==> src/rtl/pipe_pkg.sv <==
// Shared definitions for the pipelined MIPS front end: instruction field
// layout, opcode/funct/regimm encodings and the PC controller state type.
package pipe_pkg;

    localparam int unsigned INSTR_W = 32;
    localparam int unsigned OPC_W   = 6;
    localparam int unsigned REG_W   = 5;
    localparam int unsigned IMM_W   = 16;
    localparam int unsigned FUNCT_W = 6;

    // Primary opcodes
    localparam logic [OPC_W-1:0] OP_SPECIAL = 6'b000000;
    localparam logic [OPC_W-1:0] OP_REGIMM  = 6'b000001;
    localparam logic [OPC_W-1:0] OP_J       = 6'b000010;
    localparam logic [OPC_W-1:0] OP_JAL     = 6'b000011;
    localparam logic [OPC_W-1:0] OP_BEQ     = 6'b000100;
    localparam logic [OPC_W-1:0] OP_BNE     = 6'b000101;
    localparam logic [OPC_W-1:0] OP_BLEZ    = 6'b000110;
    localparam logic [OPC_W-1:0] OP_BGTZ    = 6'b000111;

    // SPECIAL funct codes
    localparam logic [FUNCT_W-1:0] FN_JR   = 6'b001000;
    localparam logic [FUNCT_W-1:0] FN_JALR = 6'b001001;

    // REGIMM rt-field codes
    localparam logic [REG_W-1:0] RI_BLTZ   = 5'b00000;
    localparam logic [REG_W-1:0] RI_BGEZ   = 5'b00001;
    localparam logic [REG_W-1:0] RI_BLTZAL = 5'b10000;
    localparam logic [REG_W-1:0] RI_BGEZAL = 5'b10001;

    // I-type view of an instruction word
    typedef struct packed {
        logic [OPC_W-1:0] opcode;
        logic [REG_W-1:0] rs;
        logic [REG_W-1:0] rt;
        logic [IMM_W-1:0] imm;
    } instr_i_t;

    typedef enum logic {PC_RUN, PC_HALT} pc_state_t;

endpackage

==> src/rtl/pipe_pc_ctrl_if.sv <==
// Fetch-control bus between the core (master) and the PC controller (slave).
// Inputs to the controller: stall/enable, ID instruction, forwarded operands,
// external redirect. Outputs: fetch address/valid, halt, exception, stats.
interface pipe_pc_ctrl_if #(
    parameter int unsigned ADDR_W = 32,
    parameter int unsigned CNT_W  = 32
);
    import pipe_pkg::*;

    logic                 waitrequest;
    logic                 pc_write;
    logic [INSTR_W-1:0]   id_instr;
    logic [ADDR_W-1:0]    rs_val;
    logic [ADDR_W-1:0]    rt_val;
    logic                 ext_redirect_valid;
    logic [ADDR_W-1:0]    ext_redirect_addr;

    logic [ADDR_W-1:0]    pc;
    logic                 pc_valid;
    logic                 halted;
    logic                 exc_valid;
    logic [ADDR_W-1:0]    exc_badvaddr;
    logic [ADDR_W-1:0]    exc_epc;
    logic [CNT_W-1:0]     cnt_branch;
    logic [CNT_W-1:0]     cnt_taken;

    modport master (
        output waitrequest, pc_write, id_instr, rs_val, rt_val,
               ext_redirect_valid, ext_redirect_addr,
        input  pc, pc_valid, halted, exc_valid, exc_badvaddr, exc_epc,
               cnt_branch, cnt_taken
    );

    modport slave (
        input  waitrequest, pc_write, id_instr, rs_val, rt_val,
               ext_redirect_valid, ext_redirect_addr,
        output pc, pc_valid, halted, exc_valid, exc_badvaddr, exc_epc,
               cnt_branch, cnt_taken
    );

endinterface

==> src/rtl/pipe_branch_resolve.sv <==
// Combinational ID-stage control-flow resolution.
// Ports: instr_i (IF/ID word), pc_i (delay-slot address), rs_val_i/rt_val_i
// (forwarded operands); is_branch_c_o (conditional branch), taken_c_o,
// misalign_c_o (JR/JALR to unaligned address), target_c_o (next sequential
// or control-flow target, excluding the exception vector).
module pipe_branch_resolve
    import pipe_pkg::*;
#(
    parameter int unsigned ADDR_W = 32
) (
    input  logic [INSTR_W-1:0] instr_i,
    input  logic [ADDR_W-1:0]  pc_i,
    input  logic [ADDR_W-1:0]  rs_val_i,
    input  logic [ADDR_W-1:0]  rt_val_i,
    output logic               is_branch_c_o,
    output logic               taken_c_o,
    output logic               misalign_c_o,
    output logic [ADDR_W-1:0]  target_c_o
);

    instr_i_t            f;
    logic [ADDR_W-1:0]   pc4;
    logic [ADDR_W-1:0]   br_tgt;
    logic [ADDR_W-1:0]   j_tgt;
    logic signed [IMM_W+1:0] br_off;
    logic                rs_neg;
    logic                rs_zero;
    logic                cond;
    logic                is_j;
    logic                is_jr;

    assign f       = instr_i;
    assign pc4     = pc_i + ADDR_W'(4);
    assign br_off  = {f.imm, 2'b00};
    // Signed cast sign-extends the word offset to the full address width
    assign br_tgt  = pc_i + ADDR_W'(br_off);
    // J/JAL index spans the rs, rt and imm fields
    assign j_tgt   = {pc4[ADDR_W-1:28], f.rs, f.rt, f.imm, 2'b00};
    assign rs_neg  = rs_val_i[ADDR_W-1];
    assign rs_zero = (rs_val_i == '0);

    // Opcode decode and condition evaluation
    always_comb begin
        is_branch_c_o = 1'b0;
        cond          = 1'b0;
        is_j          = 1'b0;
        is_jr         = 1'b0;
        unique case (f.opcode)
            OP_BEQ:  begin is_branch_c_o = 1'b1; cond = (rs_val_i == rt_val_i); end
            OP_BNE:  begin is_branch_c_o = 1'b1; cond = (rs_val_i != rt_val_i); end
            OP_BLEZ: begin is_branch_c_o = 1'b1; cond = rs_neg | rs_zero;        end
            OP_BGTZ: begin is_branch_c_o = 1'b1; cond = ~rs_neg & ~rs_zero;      end
            OP_REGIMM: begin
                if (f.rt == RI_BLTZ || f.rt == RI_BLTZAL) begin
                    is_branch_c_o = 1'b1;
                    cond          = rs_neg;
                end else if (f.rt == RI_BGEZ || f.rt == RI_BGEZAL) begin
                    is_branch_c_o = 1'b1;
                    cond          = ~rs_neg;
                end
            end
            OP_J, OP_JAL: is_j = 1'b1;
            OP_SPECIAL: begin
                if (f.imm[FUNCT_W-1:0] == FN_JR || f.imm[FUNCT_W-1:0] == FN_JALR) begin
                    is_jr = 1'b1;
                end
            end
            default: ;
        endcase
    end

    assign taken_c_o    = is_branch_c_o & cond;
    assign misalign_c_o = is_jr & (rs_val_i[1:0] != 2'b00);

    // Target selection; branch/jump/jr are mutually exclusive by opcode
    always_comb begin
        target_c_o = pc4;
        if (taken_c_o) begin
            target_c_o = br_tgt;
        end else if (is_j) begin
            target_c_o = j_tgt;
        end else if (is_jr) begin
            target_c_o = rs_val_i;
        end
    end

endmodule

==> src/rtl/pipe_pc_ctrl.sv <==
// Program-counter controller: holds the fetch PC, applies ID-stage
// branch/jump decisions, buffers external redirects across memory stalls,
// raises a precise exception on misaligned JR/JALR, halts at HALT_ADDR and
// counts resolved/taken conditional branches.
// Ports: clk, reset_n (async active-low), bus (slave side of pipe_pc_ctrl_if).
module pipe_pc_ctrl
    import pipe_pkg::*;
#(
    parameter int unsigned      ADDR_W       = 32,
    parameter logic [ADDR_W-1:0] RESET_VECTOR = ADDR_W'(32'hBFC00000),
    parameter logic [ADDR_W-1:0] EXC_VECTOR   = ADDR_W'(32'hBFC00380),
    parameter logic [ADDR_W-1:0] HALT_ADDR    = '0,
    parameter int unsigned      CNT_W        = 32
) (
    input  logic         clk,
    input  logic         reset_n,
    pipe_pc_ctrl_if.slave bus
);

    pc_state_t           state_q, state_d;
    logic [ADDR_W-1:0]   pc_q, pc_d;
    logic                pend_q, pend_d;
    logic [ADDR_W-1:0]   pend_addr_q, pend_addr_d;
    logic                exc_valid_q, exc_valid_d;
    logic [ADDR_W-1:0]   badv_q, badv_d;
    logic [ADDR_W-1:0]   epc_q, epc_d;
    logic [CNT_W-1:0]    cnt_br_q, cnt_br_d;
    logic [CNT_W-1:0]    cnt_tk_q, cnt_tk_d;

    logic                is_branch_c;
    logic                taken_c;
    logic                misalign_c;
    logic [ADDR_W-1:0]   target_c;

    pipe_branch_resolve #(.ADDR_W(ADDR_W)) u_resolve (
        .instr_i       (bus.id_instr),
        .pc_i          (pc_q),
        .rs_val_i      (bus.rs_val),
        .rt_val_i      (bus.rt_val),
        .is_branch_c_o (is_branch_c),
        .taken_c_o     (taken_c),
        .misalign_c_o  (misalign_c),
        .target_c_o    (target_c)
    );

    // Next-state, PC selection, redirect buffer, exception and counters
    always_comb begin
        logic              redir;
        logic              step;
        logic [ADDR_W-1:0] npc;

        state_d     = state_q;
        pc_d        = pc_q;
        pend_d      = pend_q;
        pend_addr_d = pend_addr_q;
        exc_valid_d = 1'b0;
        badv_d      = badv_q;
        epc_d       = epc_q;
        cnt_br_d    = cnt_br_q;
        cnt_tk_d    = cnt_tk_q;
        npc         = pc_q;

        redir = bus.ext_redirect_valid | pend_q;
        step  = bus.pc_write & (state_q == PC_RUN);

        if (bus.waitrequest) begin
            // Stalled: only the redirect buffer moves; newest request wins
            if (bus.ext_redirect_valid) begin
                pend_d      = 1'b1;
                pend_addr_d = bus.ext_redirect_addr;
            end
        end else begin
            if (redir) begin
                // A live request is newer than the buffered one
                npc    = bus.ext_redirect_valid ? bus.ext_redirect_addr : pend_addr_q;
                pend_d = 1'b0;
            end else if (step) begin
                if (misalign_c) begin
                    npc         = EXC_VECTOR;
                    exc_valid_d = 1'b1;
                    badv_d      = bus.rs_val;
                    epc_d       = pc_q - ADDR_W'(4);
                end else begin
                    npc = target_c;
                end
            end
            if (redir || step) begin
                pc_d    = npc;
                state_d = (npc == HALT_ADDR) ? PC_HALT : PC_RUN;
            end
            if (step && is_branch_c) begin
                cnt_br_d = cnt_br_q + CNT_W'(1);
                if (taken_c) begin
                    cnt_tk_d = cnt_tk_q + CNT_W'(1);
                end
            end
        end
    end

    // State and output registers
    always_ff @(posedge clk or negedge reset_n) begin
        if (!reset_n) begin
            state_q     <= PC_RUN;
            pc_q        <= RESET_VECTOR;
            pend_q      <= 1'b0;
            pend_addr_q <= '0;
            exc_valid_q <= 1'b0;
            badv_q      <= '0;
            epc_q       <= '0;
            cnt_br_q    <= '0;
            cnt_tk_q    <= '0;
        end else begin
            state_q     <= state_d;
            pc_q        <= pc_d;
            pend_q      <= pend_d;
            pend_addr_q <= pend_addr_d;
            exc_valid_q <= exc_valid_d;
            badv_q      <= badv_d;
            epc_q       <= epc_d;
            cnt_br_q    <= cnt_br_d;
            cnt_tk_q    <= cnt_tk_d;
        end
    end

    assign bus.pc           = pc_q;
    assign bus.pc_valid     = (state_q == PC_RUN);
    assign bus.halted       = (state_q == PC_HALT);
    assign bus.exc_valid    = exc_valid_q;
    assign bus.exc_badvaddr = badv_q;
    assign bus.exc_epc      = epc_q;
    assign bus.cnt_branch   = cnt_br_q;
    assign bus.cnt_taken    = cnt_tk_q;

endmodule

==> src/flat_wrapper.sv <==
// flat-port wrapper written by rule: the top's interface ports become plain ports
module pipe_pc_ctrl_flat import pipe_pkg::*;
#(
    parameter int unsigned      ADDR_W       = 32,
    parameter logic [ADDR_W-1:0] RESET_VECTOR = ADDR_W'(32'hBFC00000),
    parameter logic [ADDR_W-1:0] EXC_VECTOR   = ADDR_W'(32'hBFC00380),
    parameter logic [ADDR_W-1:0] HALT_ADDR    = '0,
    parameter int unsigned      CNT_W        = 32
)
  (clk, reset_n, bus_waitrequest, bus_pc_write, bus_id_instr, bus_rs_val, bus_rt_val, bus_ext_redirect_valid, bus_ext_redirect_addr, bus_pc, bus_pc_valid, bus_halted, bus_exc_valid, bus_exc_badvaddr, bus_exc_epc, bus_cnt_branch, bus_cnt_taken);
  pipe_pc_ctrl_if #(.ADDR_W(ADDR_W), .CNT_W(CNT_W)) bus_i ();
  input  logic clk;
  input  logic reset_n;
  input wire logic [$bits(bus_i.waitrequest)-1:0] bus_waitrequest;
  input wire logic [$bits(bus_i.pc_write)-1:0] bus_pc_write;
  input wire logic [$bits(bus_i.id_instr)-1:0] bus_id_instr;
  input wire logic [$bits(bus_i.rs_val)-1:0] bus_rs_val;
  input wire logic [$bits(bus_i.rt_val)-1:0] bus_rt_val;
  input wire logic [$bits(bus_i.ext_redirect_valid)-1:0] bus_ext_redirect_valid;
  input wire logic [$bits(bus_i.ext_redirect_addr)-1:0] bus_ext_redirect_addr;
  output wire logic [$bits(bus_i.pc)-1:0] bus_pc;
  output wire logic [$bits(bus_i.pc_valid)-1:0] bus_pc_valid;
  output wire logic [$bits(bus_i.halted)-1:0] bus_halted;
  output wire logic [$bits(bus_i.exc_valid)-1:0] bus_exc_valid;
  output wire logic [$bits(bus_i.exc_badvaddr)-1:0] bus_exc_badvaddr;
  output wire logic [$bits(bus_i.exc_epc)-1:0] bus_exc_epc;
  output wire logic [$bits(bus_i.cnt_branch)-1:0] bus_cnt_branch;
  output wire logic [$bits(bus_i.cnt_taken)-1:0] bus_cnt_taken;
  assign bus_i.waitrequest = bus_waitrequest;
  assign bus_i.pc_write = bus_pc_write;
  assign bus_i.id_instr = bus_id_instr;
  assign bus_i.rs_val = bus_rs_val;
  assign bus_i.rt_val = bus_rt_val;
  assign bus_i.ext_redirect_valid = bus_ext_redirect_valid;
  assign bus_i.ext_redirect_addr = bus_ext_redirect_addr;
  assign bus_pc = bus_i.pc;
  assign bus_pc_valid = bus_i.pc_valid;
  assign bus_halted = bus_i.halted;
  assign bus_exc_valid = bus_i.exc_valid;
  assign bus_exc_badvaddr = bus_i.exc_badvaddr;
  assign bus_exc_epc = bus_i.exc_epc;
  assign bus_cnt_branch = bus_i.cnt_branch;
  assign bus_cnt_taken = bus_i.cnt_taken;
  pipe_pc_ctrl #(.ADDR_W(ADDR_W), .RESET_VECTOR(RESET_VECTOR), .EXC_VECTOR(EXC_VECTOR), .HALT_ADDR(HALT_ADDR), .CNT_W(CNT_W)) u_core (.clk(clk), .reset_n(reset_n), .bus(bus_i));
endmodule
==> config.mk <==
export PLATFORM = sky130hd
export DESIGN_NAME = pipe_pc_ctrl_flat
export DESIGN_NICKNAME = d
export VERILOG_FILES = /design/src/rtl/pipe_pkg.sv /design/src/rtl/pipe_pc_ctrl_if.sv /design/src/rtl/pipe_branch_resolve.sv /design/src/rtl/pipe_pc_ctrl.sv /design/src/flat_wrapper.sv
export SDC_FILE = /design/constraint.sdc
export NUM_CORES = 1
export LEC_CHECK = 0
export CORE_UTILIZATION = 55
export CTS_BUF_LIST = sky130_fd_sc_hd__clkbuf_4 sky130_fd_sc_hd__clkbuf_8 sky130_fd_sc_hd__clkbuf_16
export CTS_CLUSTER_DIAMETER = 150
export DETAILED_ROUTE_END_ITERATION = 6
export HOLD_SLACK_MARGIN = 0.1
export PLACE_DENSITY = 0.95
export SKIP_CTS_REPAIR_TIMING = 1
export SLEW_MARGIN = 20
export SYNTH_ARGS = -nofsm -noshare
export SYNTH_HDL_FRONTEND = slang
export SYNTH_HIERARCHICAL = 1
export SYNTH_SLANG_ARGS = --single-unit
==> constraint.sdc <==
create_clock -name clk -period 10.5 [get_ports clk]
set_clock_uncertainty 0.2 [all_clocks]
set_input_delay 2.625 -clock clk [delete_from_list [all_inputs] [get_ports clk]]
set_output_delay 2.625 -clock clk [all_outputs]
set_load 0.01 [all_outputs]
==> results_dict.tcl, run 1 <==
set metrics [dict create \
    fin_crit_ps 6670 \
    initial_utilization_pct 56.74 \
    num_vias 12761 \
    post_drt_wl_per_cell_um 22.90 \
    violations "design-rule violations" \
    synth_flop_cell "dfrtp_1" \
    gp_congestion 1.025 \
    syn_area_um2 12500 \
    clkSlewWorstSetupHoldPaths_ps 70 \
    setup_viol 0 \
    status "finished with violations" \
    syn_to_final_growth_pct 29.24 \
    wl_um 45300 \
    finalMaxSlewViolations 0 \
    cp-end-kind "flop" \
    comb_power_share_pct 27.2 \
    grt_start_max_net_pins 118 \
    antenna_left 0 \
    syn_area_per_cell_um2 8.751 \
    chipHeight_um 152.7 \
    die_x_um 152.7 \
    critPathMaxFanout 16 \
    first_global_vias 12250 \
    finalCritPeriodShare_pct 63.52 \
    arrival_ps 6800 \
    cts_tree "built" \
    hold_violations 0 \
    async_reset_ff_share_pct 100.0 \
    final_common_cell "clkdlybuf4s50_1" \
    yosysSeqAreaShare_pct 39.14 \
    drive_above_1_share_pct 6.895 \
    cts_sinks 195 \
    h-tree-depth 4 \
    hold_class "flop to flop" \
    tightestPinTransition_ps 1085 \
    clockPowerShare_pct 30.1 \
    syn_inst 1428 \
    port_buffers 295 \
    via_per_inst 6.451 \
    die_area_um2 23330 \
    dp_hpwl_um 32880 \
    maxCapViolations 0 \
    drt_iter0_drc 1647 \
    root_buffer "clkbuf_16" \
    fmax_ghz 0.1499 \
    ys_ff_latch 195 \
    grtUsageTotal_pct 38.69 \
    num_io_pins 296 \
    synth_area_leaders "dfrtp_1 (37%), nand2_1 (7.7%), xor2_1 (7.0%)" \
    rows 54 \
    seqPwrFrac_pct 42.7 \
    total_leakage_power_nw 6.857 \
    p_per_area_nw_per_um2 131.7 \
    nets 1851 \
    cp-start-kind "primary input" \
    p_sw_share_pct 35.10 \
    final_cell_mix "clkdlybuf4s50_1 (293), nand2_1 (257), dfrtp_1 (186)" \
    grt_pass1_wl_um 69280 \
    cts_buffers 17 \
    hold_ws_ps 282.0 \
    drc 22 \
    rsz0062_at_grt "false" \
    synth_area_leader_cell "dfrtp_1" \
    yosysWarnings 6 \
    max-slew-margin-rel_pct 27.47 \
    insertion_delay_ps 450 \
    timing.setup.critical_path_class "primary input to flop" \
    antenna_found_initial 1 \
    synth.distinct_cells 74 \
    cp.required_ps 10630 \
    coreArea_um2 22030 \
    cts_buffer_depth 2 \
    setup-tns-final_ps 0 \
    power.switching_w 0.0007465 \
    peakVddDrop_v 0.0001084 \
    dr.pass1.iters 7 \
    syn_nets 1595 \
    overflow 0 \
    yosysTopAreaCellShare_pct 37.24 \
    internal-power_w 0.001380 \
    synth_edf_count 0 \
]
Yosys cell counts (6+ instances only):
cell type,number
a211oi_1,28
a21o_1,12
a21oi_1,71
a221oi_1,17
a31oi_1,6
a41oi_1,6
and2_1,8
and3_1,12
and4_1,11
buf_1,8
buf_2,6
clkbuf_1,47
dfrtp_1,186
dfstp_2,9
ha_1,33
inv_1,22
mux2_2,36
mux2i_1,14
nand2_1,257
nand3_1,41
nand3b_1,13
nand4_1,39
nor2_1,129
nor3_1,21
nor4_1,37
o2111ai_1,6
o211ai_1,8
o21a_1,8
o21ai_0,70
or2_2,6
or4_1,6
xnor2_1,73
xor2_1,100
final cells by class:
class                      count  area, um2
clock buffer                  18      439.2
multi-input combinational   1142       7217
inverter                      23      86.33
clock inverter                14      135.1
sequential                   195       4891
tap                          280      350.3
timing repair buffer         305       3030
antenna                        1      2.502
fill                        1545       5874
registers in the layout (all words and copies together) (netlist names):
name	count
u_core/pend_addr_q	32
u_core/bus.halted	1
u_core/bus.exc_epc	32
u_core/bus.cnt_branch	32
u_core/bus.cnt_taken	32
u_core/pend_q	1
u_core/bus.exc_badvaddr	32
u_core/bus.exc_valid	1
u_core/bus.pc	32
routing by layer:
metal	vias up	share of wire (%)	GRT usage, %
met5	-	0	0
met4	0	6.5	25.25
met2	936	46	60.59
met3	210	11	8.931
li1	5593	-	-
met1	6022	37	48.17
cells by family (layout without fill, tap and decap cells):
family	after synthesis	after routing	share of synthesized area, %
fa+ha+maj	34	34	3.464
mux	50	50	4.365
xor+xnor	173	173	12.12
buf+inv	91	360	3.124
simple gates	616	616	24.02
compound gates	269	269	13.77
other cells	0	1	0
flops	195	195	39.14
power groups by stage:
stage	Combinational, W	Sequential [W]	Clock (W)
6_report	0.000579	0.000908	0.000640
5_1_grt	0.000615	0.000909	0.000674
4_1_cts	0.000561	0.000900	0.000644
3_5_place_dp	0.000556	0.000914	0
3_3_place_gp	0.000543	0.000910	0
2_1_floorplan	0.000326	0.000875	0
metrics by stage:
stage	instances	setup slack, ps	power [W]	utilization [%]	cell area (um2)
after global routing	1978	3711	0.002198	73.33	16150
after floorplan	1428	4564	0.001200	-	12500
after global placement	1945	3641	0.001454	70.69	15570
final	1978	3830	0.002127	73.33	16150
after detailed placement	1945	3474	0.001470	70.69	15570
after CTS	1977	3920	0.002105	73.30	16140
worst max-delay path: stages:
cell and delay, ps:
clkdlybuf4s50_1 900, ha_1 400, a21oi_1 160, o21ai_0 110, or2_2 290, o211ai_1 320, nand2_1 80, o21ai_0 210
xor2_1 200, mux2i_1 90, or2_2 310, mux2_2 260, o311ai_0 360, nand4_1 140, o32ai_1 320
final timing paths:
path	from	end	slack (ps)	cells past startpoint
max	bus_id_instr[15]	u_core/bus.halted	3830	15
min	u_core/bus.cnt_taken[31]	u_core/bus.cnt_taken[31]	280	1
max reg2reg	u_core/bus.pc[2]	u_core/bus.halted	5850	15
min reg2reg	u_core/bus.cnt_taken[31]	u_core/bus.cnt_taken[31]	280	1
max in group asynchronous	reset_n	u_core/bus.exc_epc[24]	6790	2
min in group asynchronous	reset_n	u_core/bus.halted	2090	1
(Power assumes the default switching activity.)
==> run 2: changes to the inputs <==
--- a/config.mk
+++ b/config.mk
@@ -5,12 +5,12 @@
 export SDC_FILE = /design/constraint.sdc
 export NUM_CORES = 1
 export LEC_CHECK = 0
-export CORE_UTILIZATION = 55
+export CORE_UTILIZATION = 51
 export CTS_BUF_LIST = sky130_fd_sc_hd__clkbuf_4 sky130_fd_sc_hd__clkbuf_8 sky130_fd_sc_hd__clkbuf_16
 export CTS_CLUSTER_DIAMETER = 150
 export DETAILED_ROUTE_END_ITERATION = 6
 export HOLD_SLACK_MARGIN = 0.1
-export PLACE_DENSITY = 0.95
+export PLACE_DENSITY = 0.93
 export SKIP_CTS_REPAIR_TIMING = 1
 export SLEW_MARGIN = 20
 export SYNTH_ARGS = -nofsm -noshare
==> constraint.sdc (replaced) <==
create_clock -name clk -period 6.5 [get_ports clk]
set_clock_uncertainty 0.2 [all_clocks]
set_input_delay 1.625 -clock clk [delete_from_list [all_inputs] [get_ports clk]]
set_output_delay 1.625 -clock clk [all_outputs]
set_load 0.01 [all_outputs]
==> run 2 against run 1 <==
  * Combinational power is 62% higher
  * The run still ends with design-rule violations left
  * Die area increased by 7.7%
  * First-iteration DRC count is 0.61% higher
  * Setup slack got worse by 2900 ps
  * Highest routed layer is now met5
  * Register-to-register slack worse by 4000 ps
  * Wire length fell by 1.5%
  * Total power is 61% higher
  * Global-route usage is 3.1 points lower
  * Via count fell by 0.83%
  * Hold slack worse by 4.7 ps
  * Design area rose by 0.84%
==> results_dict.tcl, run 2 (synthesis gave the netlist of run 1 again) <==
set metrics [dict create \
    critPathMaxFanout 13 \
    dp_cells 1990 \
    drive_above_1_share_pct 7.218 \
    cts_tree "built" \
    initial_utilization_pct 52.61 \
    status "finished with violations" \
    drc 8 \
    cp.required_ps 6630 \
    syn_to_final_growth_pct 30.33 \
    drt_iter0_drc 1657 \
    hold_violations 0 \
    cp-end-kind "flop" \
    arrival_ps 5740 \
    path_buf_inv 2 \
    regArea_um2 4891 \
    critPathTopFamily "simple AND/OR/NAND/NOR gates" \
    rsz0062_at_grt "false" \
    stdcell_count 2025 \
    cp-start-kind "primary input" \
    antenna_left 0 \
    root_buffer "clkbuf_16" \
    die_x_um 158.5 \
    chipHeight_um 158.5 \
    dr.pass1.iters 7 \
    insertion_delay_ps 430 \
    rr_worst_depth 14 \
    slowest_stage "nor3b_4" \
    dp_hpwl_um 33240 \
    endpoint "u_core/bus.halted" \
    setup_viol 0 \
    via_per_inst 6.249 \
    overflow 0 \
    maxCapViolations 0 \
    p_per_area_nw_per_um2 210.7 \
    wl_um 44650 \
    total_leakage_power_nw 6.910 \
    port_buffers 295 \
    crit_start "bus_rs_val[31]" \
    gp_congestion 1.042 \
    nFillCells 1754 \
    grtUsageTotal_pct 35.57 \
    cts_buffers 17 \
    cpPeakStageDelay_ps 660 \
    ff2ff_setup_slack_ps 1830 \
    rows 56 \
    nets 1858 \
    h-tree-depth 4 \
    setup-tns-final_ps 0 \
    post_drt_wl_per_cell_um 22.05 \
    num_vias 12655 \
    antenna_found_initial 3 \
    r2r-end "u_core/bus.halted" \
    first_global_vias 12027 \
    timing.setup.critical_path_class "primary input to flop" \
    tightestPinTransition_ps 882.0 \
    hold_class "flop to flop" \
    final_cell_mix "clkdlybuf4s50_1 (293), nand2_1 (257), dfrtp_1 (186)" \
    violations "design-rule violations" \
    die_area_um2 25130 \
    peakVddDrop_v 0.0001615 \
    final_common_cell "clkdlybuf4s50_1" \
    grt_pass1_wl_um 66950 \
    cp_cell_sequence "clkdlybuf4s50_1 > nor4_1 > nand4_1 > o21ai_1 > nor2_1 > a311oi_1 > nor3b_4 > buf_4 > mux2_2 > nor2_1 > nor3_1 > nor4_1 > nand4_1 > o32ai_1" \
    cts_sinks 195 \
    finalCritPeriodShare_pct 86.30 \
    max-slew-margin-rel_pct 40.66 \
    coreArea_um2 23750 \
    fmax_ghz 0.1783 \
    multi_input_area_um2 7226 \
    num_io_pins 296 \
    hold_ws_ps 277.4 \
    grt_start_max_net_pins 122 \
    finalMaxSlewViolations 0 \
    fin_crit_ps 5610 \
    reg2reg_from "u_core/bus.pc[2]" \
    clkSlewWorstSetupHoldPaths_ps 70 \
    path_depth 14 \
    cts_buffer_depth 2 \
]
run 2: changes by cell type in the layout (fill, tap and decap cells not counted), sizes merged:
cell    change
clkinv      +4
inv         -5
buf         +7
diode       +1
clkbuf      +1
run 2: tightest hold or removal path: cells and delay by family (launching register included):
| kind | cells | cell delay [ps] |
|---|---|---|
| flip-flops | 1 | 340 |
| AND/OR/NAND/NOR | 1 | 50 |
| AO/OA/AOI/OAI | 1 | 60 |
run 2: cell type report:
cell class | instances | area share (%)
clock buffer | 19 | 2.743
inverter | 23 | 0.5301
clock inverter | 13 | 0.7452
sequential | 195 | 30.03
timing repair buffer | 312 | 19.11
multi-input combinational | 1142 | 44.36
tap | 319 | 2.451
antenna | 2 | 0.03073
run 2: per-layer routing:
metal  wire (um)  vias up  global-route usage (%)
met5           9        -                       0
met4        2760        2                   21.57
met3        5048      202                   8.683
met2       20000      892                   54.64
met1       16840     5945                   45.26
li1            -     5614                       -
run 2: worst min path at each step:
stage | from | to | depth (start not counted)
4_1_cts | u_core/bus.exc_badvaddr[3] | u_core/bus.exc_badvaddr[3] | 2
3_5_place_dp | u_core/bus.exc_badvaddr[3] | u_core/bus.exc_badvaddr[3] | 2
6_report | u_core/bus.exc_epc[25] | u_core/bus.exc_epc[25] | 2
3_3_place_gp | u_core/bus.cnt_branch[31] | u_core/bus.cnt_branch[31] | 1
5_1_grt | u_core/bus.exc_epc[30] | u_core/bus.exc_epc[30] | 2
2_1_floorplan | u_core/pend_addr_q[24] | u_core/pend_addr_q[24] | 1
run 2: per-stage QoR:
step / area [um2] / total power, W / setup slack, ps / utilization (%)
6_report: 16290 / 0.003432 / 890.2 / 68.57
5_1_grt: 16290 / 0.003557 / 852.9 / 68.57
4_1_cts: 16240 / 0.003388 / 1109 / 68.39
3_5_place_dp: 15680 / 0.002381 / 689.9 / 66.00
3_3_place_gp: 15680 / 0.002360 / 767.8 / 66.00
2_1_floorplan: 12500 / 0.001939 / 1564 / -
run 2: where the power goes:
group / total (W) / internal, W / leakage, nW / switching (W)
sequential: 0.00147 / 0.00129 / 2.57 / 0.000185
clock: 0.00102 / 0.000519 / 0.276 / 0.000502
combinational: 0.000940 / 0.000427 / 4.07 / 0.000514
